--- config.mk ---
export PLATFORM = sky130hd
export DESIGN_NAME = tinyalu_apb_initiator
export DESIGN_NICKNAME = d
export VERILOG_FILES = /design/src/rtl/tinyalu_apb_initiator.sv
export SDC_FILE = /design/constraint.sdc
export NUM_CORES = 1
export LEC_CHECK = 0
export ABC_AREA = 1
export BUFFER_PORTS_ARGS = -buffer_cell sky130_fd_sc_hd__buf_4
export CELL_PAD_IN_SITES_DETAIL_PLACEMENT = 0
export CELL_PAD_IN_SITES_GLOBAL_PLACEMENT = 1
export CORE_ASPECT_RATIO = 0.6
export CORE_MARGIN = 3
export CORE_UTILIZATION = 30
export DETAILED_ROUTE_END_ITERATION = 10
export PLACE_DENSITY_LB_ADDON = 0.1
export SLEW_MARGIN = 10
export SYNTH_ARGS = -nofsm -noshare
export SYNTH_HDL_FRONTEND = slang
export SYNTH_SLANG_ARGS = --single-unit
--- constraint.sdc ---
create_clock -name clk -period 2.3 [get_ports clk]
set_clock_uncertainty 0.15 [all_clocks]
set_input_delay 0.23 -clock clk [delete_from_list [all_inputs] [get_ports clk]]
set_output_delay 0.23 -clock clk [all_outputs]
set_load 0.005 [all_outputs]
--- src/rtl/tinyalu_apb_initiator.sv ---
// APB3 requester for the TinyALU register block: one single-beat transfer in flight,
// SETUP/ACCESS sequencing, optional ACCESS timeout, one-cycle response strobe.
module tinyalu_apb_initiator #(
    parameter int unsigned ADDR_W  = 3,
    parameter int unsigned DATA_W  = 16,
    parameter int unsigned TIMEOUT = 16
) (
    input  logic              clk,
    input  logic              reset_n,
    input  logic              i_req_valid,
    output logic              o_req_ready,
    input  logic              i_req_write,
    input  logic [ADDR_W-1:0] i_req_addr,
    input  logic [DATA_W-1:0] i_req_wdata,
    output logic              o_rsp_valid,
    output logic [DATA_W-1:0] o_rsp_rdata,
    output logic              o_rsp_err,
    output logic              o_rsp_timeout,
    output logic              o_m_apb_psel,
    output logic              o_m_apb_penable,
    output logic              o_m_apb_pwrite,
    output logic [ADDR_W-1:0] o_m_apb_paddr,
    output logic [DATA_W-1:0] o_m_apb_pwdata,
    input  logic              i_m_apb_pready,
    input  logic [DATA_W-1:0] i_m_apb_prdata,
    input  logic              i_m_apb_pslverr
);

    localparam int unsigned CNT_W = (TIMEOUT == 0) ? 1 : $clog2(TIMEOUT + 1);
    localparam bit          TO_EN = (TIMEOUT != 0);

    localparam logic [1:0] S_IDLE   = 2'd0;
    localparam logic [1:0] S_SETUP  = 2'd1;
    localparam logic [1:0] S_ACCESS = 2'd2;
    localparam logic [1:0] S_RESP   = 2'd3;

    logic [1:0]        r_state;
    logic              r_req_ready;
    logic              r_psel;
    logic              r_penable;
    logic              r_pwrite;
    logic [ADDR_W-1:0] r_paddr;
    logic [DATA_W-1:0] r_pwdata;
    logic              r_rsp_valid;
    logic [DATA_W-1:0] r_rsp_rdata;
    logic              r_rsp_err;
    logic              r_rsp_timeout;
    logic [CNT_W-1:0]  r_cnt;

    logic [1:0]        w_state_nxt;
    logic              w_req_ready_nxt;
    logic              w_psel_nxt;
    logic              w_penable_nxt;
    logic              w_pwrite_nxt;
    logic [ADDR_W-1:0] w_paddr_nxt;
    logic [DATA_W-1:0] w_pwdata_nxt;
    logic              w_rsp_valid_nxt;
    logic [DATA_W-1:0] w_rsp_rdata_nxt;
    logic              w_rsp_err_nxt;
    logic              w_rsp_timeout_nxt;
    logic [CNT_W-1:0]  w_cnt_nxt;
    logic [CNT_W-1:0]  w_cnt_inc;

    // Saturating wait-state count; never wraps even when the timeout is disabled
    assign w_cnt_inc = (r_cnt == {CNT_W{1'b1}}) ? r_cnt : r_cnt + CNT_W'(1);

    always_ff @(posedge clk) begin
        if (!reset_n) begin
            r_state       <= S_IDLE;
            r_req_ready   <= 1'b1;
            r_psel        <= 1'b0;
            r_penable     <= 1'b0;
            r_pwrite      <= 1'b0;
            r_paddr       <= '0;
            r_pwdata      <= '0;
            r_rsp_valid   <= 1'b0;
            r_rsp_rdata   <= '0;
            r_rsp_err     <= 1'b0;
            r_rsp_timeout <= 1'b0;
            r_cnt         <= '0;
        end else begin
            r_state       <= w_state_nxt;
            r_req_ready   <= w_req_ready_nxt;
            r_psel        <= w_psel_nxt;
            r_penable     <= w_penable_nxt;
            r_pwrite      <= w_pwrite_nxt;
            r_paddr       <= w_paddr_nxt;
            r_pwdata      <= w_pwdata_nxt;
            r_rsp_valid   <= w_rsp_valid_nxt;
            r_rsp_rdata   <= w_rsp_rdata_nxt;
            r_rsp_err     <= w_rsp_err_nxt;
            r_rsp_timeout <= w_rsp_timeout_nxt;
            r_cnt         <= w_cnt_nxt;
        end
    end

    // Next state and next registered outputs; the APB address/data registers double
    // as the request latch, so they only hold non-zero values during SETUP/ACCESS
    always_comb begin
        w_state_nxt       = r_state;
        w_req_ready_nxt   = 1'b0;
        w_psel_nxt        = 1'b0;
        w_penable_nxt     = 1'b0;
        w_pwrite_nxt      = 1'b0;
        w_paddr_nxt       = '0;
        w_pwdata_nxt      = '0;
        w_rsp_valid_nxt   = 1'b0;
        w_rsp_rdata_nxt   = r_rsp_rdata;
        w_rsp_err_nxt     = r_rsp_err;
        w_rsp_timeout_nxt = r_rsp_timeout;
        w_cnt_nxt         = r_cnt;

        case (r_state)
            S_IDLE: begin
                if (i_req_valid && r_req_ready) begin
                    w_state_nxt  = S_SETUP;
                    w_psel_nxt   = 1'b1;
                    w_pwrite_nxt = i_req_write;
                    w_paddr_nxt  = i_req_addr;
                    w_pwdata_nxt = i_req_wdata;
                end else begin
                    w_req_ready_nxt = 1'b1;
                end
            end
            S_SETUP: begin
                w_state_nxt   = S_ACCESS;
                w_psel_nxt    = 1'b1;
                w_penable_nxt = 1'b1;
                w_pwrite_nxt  = r_pwrite;
                w_paddr_nxt   = r_paddr;
                w_pwdata_nxt  = r_pwdata;
                w_cnt_nxt     = '0;
            end
            S_ACCESS: begin
                if (i_m_apb_pready) begin
                    w_state_nxt       = S_RESP;
                    w_rsp_valid_nxt   = 1'b1;
                    w_rsp_rdata_nxt   = r_pwrite ? '0 : i_m_apb_prdata;
                    w_rsp_err_nxt     = i_m_apb_pslverr;
                    w_rsp_timeout_nxt = 1'b0;
                end else begin
                    w_cnt_nxt = w_cnt_inc;
                    if (TO_EN && (w_cnt_inc == CNT_W'(TIMEOUT))) begin
                        w_state_nxt       = S_RESP;
                        w_rsp_valid_nxt   = 1'b1;
                        w_rsp_rdata_nxt   = '0;
                        w_rsp_err_nxt     = 1'b1;
                        w_rsp_timeout_nxt = 1'b1;
                    end else begin
                        w_psel_nxt    = 1'b1;
                        w_penable_nxt = 1'b1;
                        w_pwrite_nxt  = r_pwrite;
                        w_paddr_nxt   = r_paddr;
                        w_pwdata_nxt  = r_pwdata;
                    end
                end
            end
            S_RESP: begin
                w_state_nxt     = S_IDLE;
                w_req_ready_nxt = 1'b1;
            end
            default: begin
                w_state_nxt     = S_IDLE;
                w_req_ready_nxt = 1'b1;
            end
        endcase
    end

    assign o_req_ready     = r_req_ready;
    assign o_rsp_valid     = r_rsp_valid;
    assign o_rsp_rdata     = r_rsp_rdata;
    assign o_rsp_err       = r_rsp_err;
    assign o_rsp_timeout   = r_rsp_timeout;
    assign o_m_apb_psel    = r_psel;
    assign o_m_apb_penable = r_penable;
    assign o_m_apb_pwrite  = r_pwrite;
    assign o_m_apb_paddr   = r_paddr;
    assign o_m_apb_pwdata  = r_pwdata;

endmodule
==> results_dict.tcl <==
set metrics [dict create \
    first_pass_iters 4 \
    setup_viol 0 \
    clock_latency_ns 0.29 \
    clock-sinks 49 \
    grt_usage 0.137 \
    synth_cells 318 \
    die_h_um 74.1 \
    dpl.hpwl_um 4160 \
    cp-end-kind "flip-flop" \
    multi_input_comb_area_um2 1090 \
    wl_per_cell_um 11.6 \
    initial_core_util 0.314 \
    min_path_type "in2reg" \
    postPlaceCellArea_um2 2990 \
    clockBufferDepth 2 \
    most-common-layout-cells "buf_4 (85), nand2_1 (65), nand3_1 (50), dfxtp_1 (49), nor2_1 (45)" \
    hold_path_depth 3 \
    internal-power_mw 2.18 \
    crit_slowest_cell "dfxtp_1" \
    grt_pass1_vias 2044 \
    fin_crit_sh 0.883 \
    ys_warn_count 0 \
    core-area_um2 7390 \
    path_common_cell "nand2_1" \
    worst-slew-pin-transition_ns 0.514 \
    drt_iter0_markers 98 \
    regArea_um2 981 \
    tritoncts "built" \
    grt_pass1_wl_um 9790 \
    drt_wl_total_um 5790 \
    cts.htree.levels 2 \
    numCtsBuffers 5 \
    synth_top_cell_by_area "dfxtp_1" \
    insertedDiodeCount 0 \
    overflow 0 \
    via_count 2131 \
    area_growth_pct 36.5 \
    synth-seq-cells 49 \
    antenna_violating_nets_post_route 0 \
    drc_errors 0 \
    layout_setup_ws_ns 0.270 \
    fillers 793 \
    switching_power_mw 1.22 \
    nets 440 \
    ys_types 27 \
    p_comb_frac 0.402 \
    fmax_mhz 493 \
    synth.area.top_cells "dfxtp_1 (42%), nand3_1 (11%), nand2_1 (11%), nor2_1 (7.3%), inv_1 (5.8%)" \
    final_common_cell "buf_4" \
    clk_pin_slew_worst_paths_ns 0.07 \
    antenna_found_initial 0 \
    rsz0062_at_grt "false" \
    required_ns 2.34 \
    startpoint_type "flip-flop" \
    path_cells "ha_1 > nand4_1 > nand2_1 > nand2_2 > nand3_4 > nand2_4 > nand2_4 > buf_6 > nand2_1 > nand2_1 > nor2_1" \
    io_pins 83 \
    p_leak_nw 1.52 \
    reg2reg_depth 11 \
    p_clk_frac 0.255 \
    seq_area_frac_synth 0.423 \
    die_w_um 120 \
    slew_headroom 0.655 \
    slowest_delay_ns 0.41 \
    cap_violations 0 \
    synth_area_um2 2320 \
    grt_max_degree 32 \
    path_class "reg2reg" \
    whs_ns 0.0458 \
    syn_avg_cell_area_um2 7.29 \
    stdcell_area_um2 3170 \
    rows 24 \
    powerDensity_nw_per_um2 1070 \
    cp.arrival_ns 2.07 \
    status "completed" \
    period_needed_ns 2.03 \
    dp_slack_ns 0.222 \
    die-area_um2 8860 \
    port_buffers 82 \
    fin_tns_setup_ns 0 \
    ir_worst_vdd_mv 0.386 \
    post_route_cells_drive_above_1_share 0.309 \
    cts_root_buf "clkbuf_16" \
    yosys.area.top_type_share 0.423 \
    gp_congestion 0.785 \
    synth_nets 364 \
    crit_fanout 21 \
    vias_per_cell 4.27 \
    dp_cells 491 \
    seq_power_share 0.343 \
    hold_violations 0 \
    stdcell_count 499 \
    p_sw_frac 0.358 \
    slew_viol_final 0 \
]
## cells by family (layout without fill, tap and decap cells)
group           count (synthesis)  in the layout  synth area share
compound gates                 29             29            0.0809
buf+inv                        55            132             0.109
flops                          49             49             0.423
simple gates                  180            180             0.360
fa+ha+maj                       5              5            0.0270
## routing by layer
metal | track usage | vias to the layer above | routed length [um]
met3 | 0.0494 | 7 | 360
met1 | 0.189 | 935 | 3020
li1 | - | 1147 | -
met4 | 0.0381 | 0 | 59
met5 | 0 | - | 0
met2 | 0.203 | 42 | 2350
## area by class of cell
cell class              instances  share of cell area
multi-input cells             214               0.343
flip-flops and latches         49               0.310
repair buffers                 86               0.205
inverters                      38              0.0451
clock buffers                   6              0.0439
well taps                     104              0.0411
clock inverters                 2              0.0119
## state kept, by name (all words and copies together) (netlist names)
name	count
r_cnt	5
o_rsp_valid	1
o_m_apb_psel	1
o_m_apb_pwrite	1
r_state	2
o_m_apb_pwdata	16
o_rsp_timeout	1
o_m_apb_paddr	3
o_rsp_rdata	16
o_m_apb_penable	1
o_req_ready	1
o_rsp_err	1
## power by group through the flow
stage	logic [mW]	clock network, mW	registers (mW)
after floorplan	0.937	0	1.19
after global placement	1.39	0	1.19
after detailed placement	1.38	0	1.18
after CTS	1.39	0.894	1.17
after global routing	1.59	0.928	1.19
final	1.37	0.867	1.17
## per-stage QoR
stage          utilization  power (mW)
4_1_cts              0.428        3.45
5_1_grt              0.429        3.71
3_5_place_dp         0.404        2.57
6_report             0.429        3.40
2_1_floorplan            -        2.12
3_3_place_gp         0.404        2.57
## critical path, delay by kind of cell (launching register included)
kind / cells / cell delay [ns]
adder cells (fa/ha/maj): 1 / 0.25
buffers and inverters: 1 / 0.19
flip-flops: 1 / 0.41
AND/OR/NAND/NOR: 9 / 0.92
## cells in the mapped netlist
master / count
nand3_4: 2
nor2_4: 1
nand3_1: 50
dfxtp_1: 49
ha_1: 5
inv_2: 1
nand2_4: 4
a311oi_1: 1
buf_4: 1
or2_2: 1
buf_2: 4
a21oi_1: 7
nor2_2: 9
clkinv_1: 1
o21ai_0: 8
a21boi_0: 1
nand2_1: 65
inv_1: 36
o21ai_1: 2
buf_6: 5
nand4_1: 2
nand2_2: 1
clkbuf_1: 5
nor2_1: 45
a22oi_1: 1
buf_1: 2
o21ai_2: 9
## final timing paths
check                           from                 end  slack (ns)
setup / recovery            r_cnt[0]      o_m_apb_pwrite        0.27
hold / removal       i_m_apb_pslverr           o_rsp_err        0.05
setup reg to reg            r_cnt[0]      o_m_apb_pwrite        0.27
hold reg to reg   o_m_apb_pwdata[10]  o_m_apb_pwdata[10]        0.33
## repair_timing
action                                  4_1_cts  5_1_grt
setup buffers                                 0        0
resized for setup                             0        1
hold buffers                                  0        0
endpoints found under the setup margin        0        9
No activity file was read; power rests on OpenSTA's default activity.
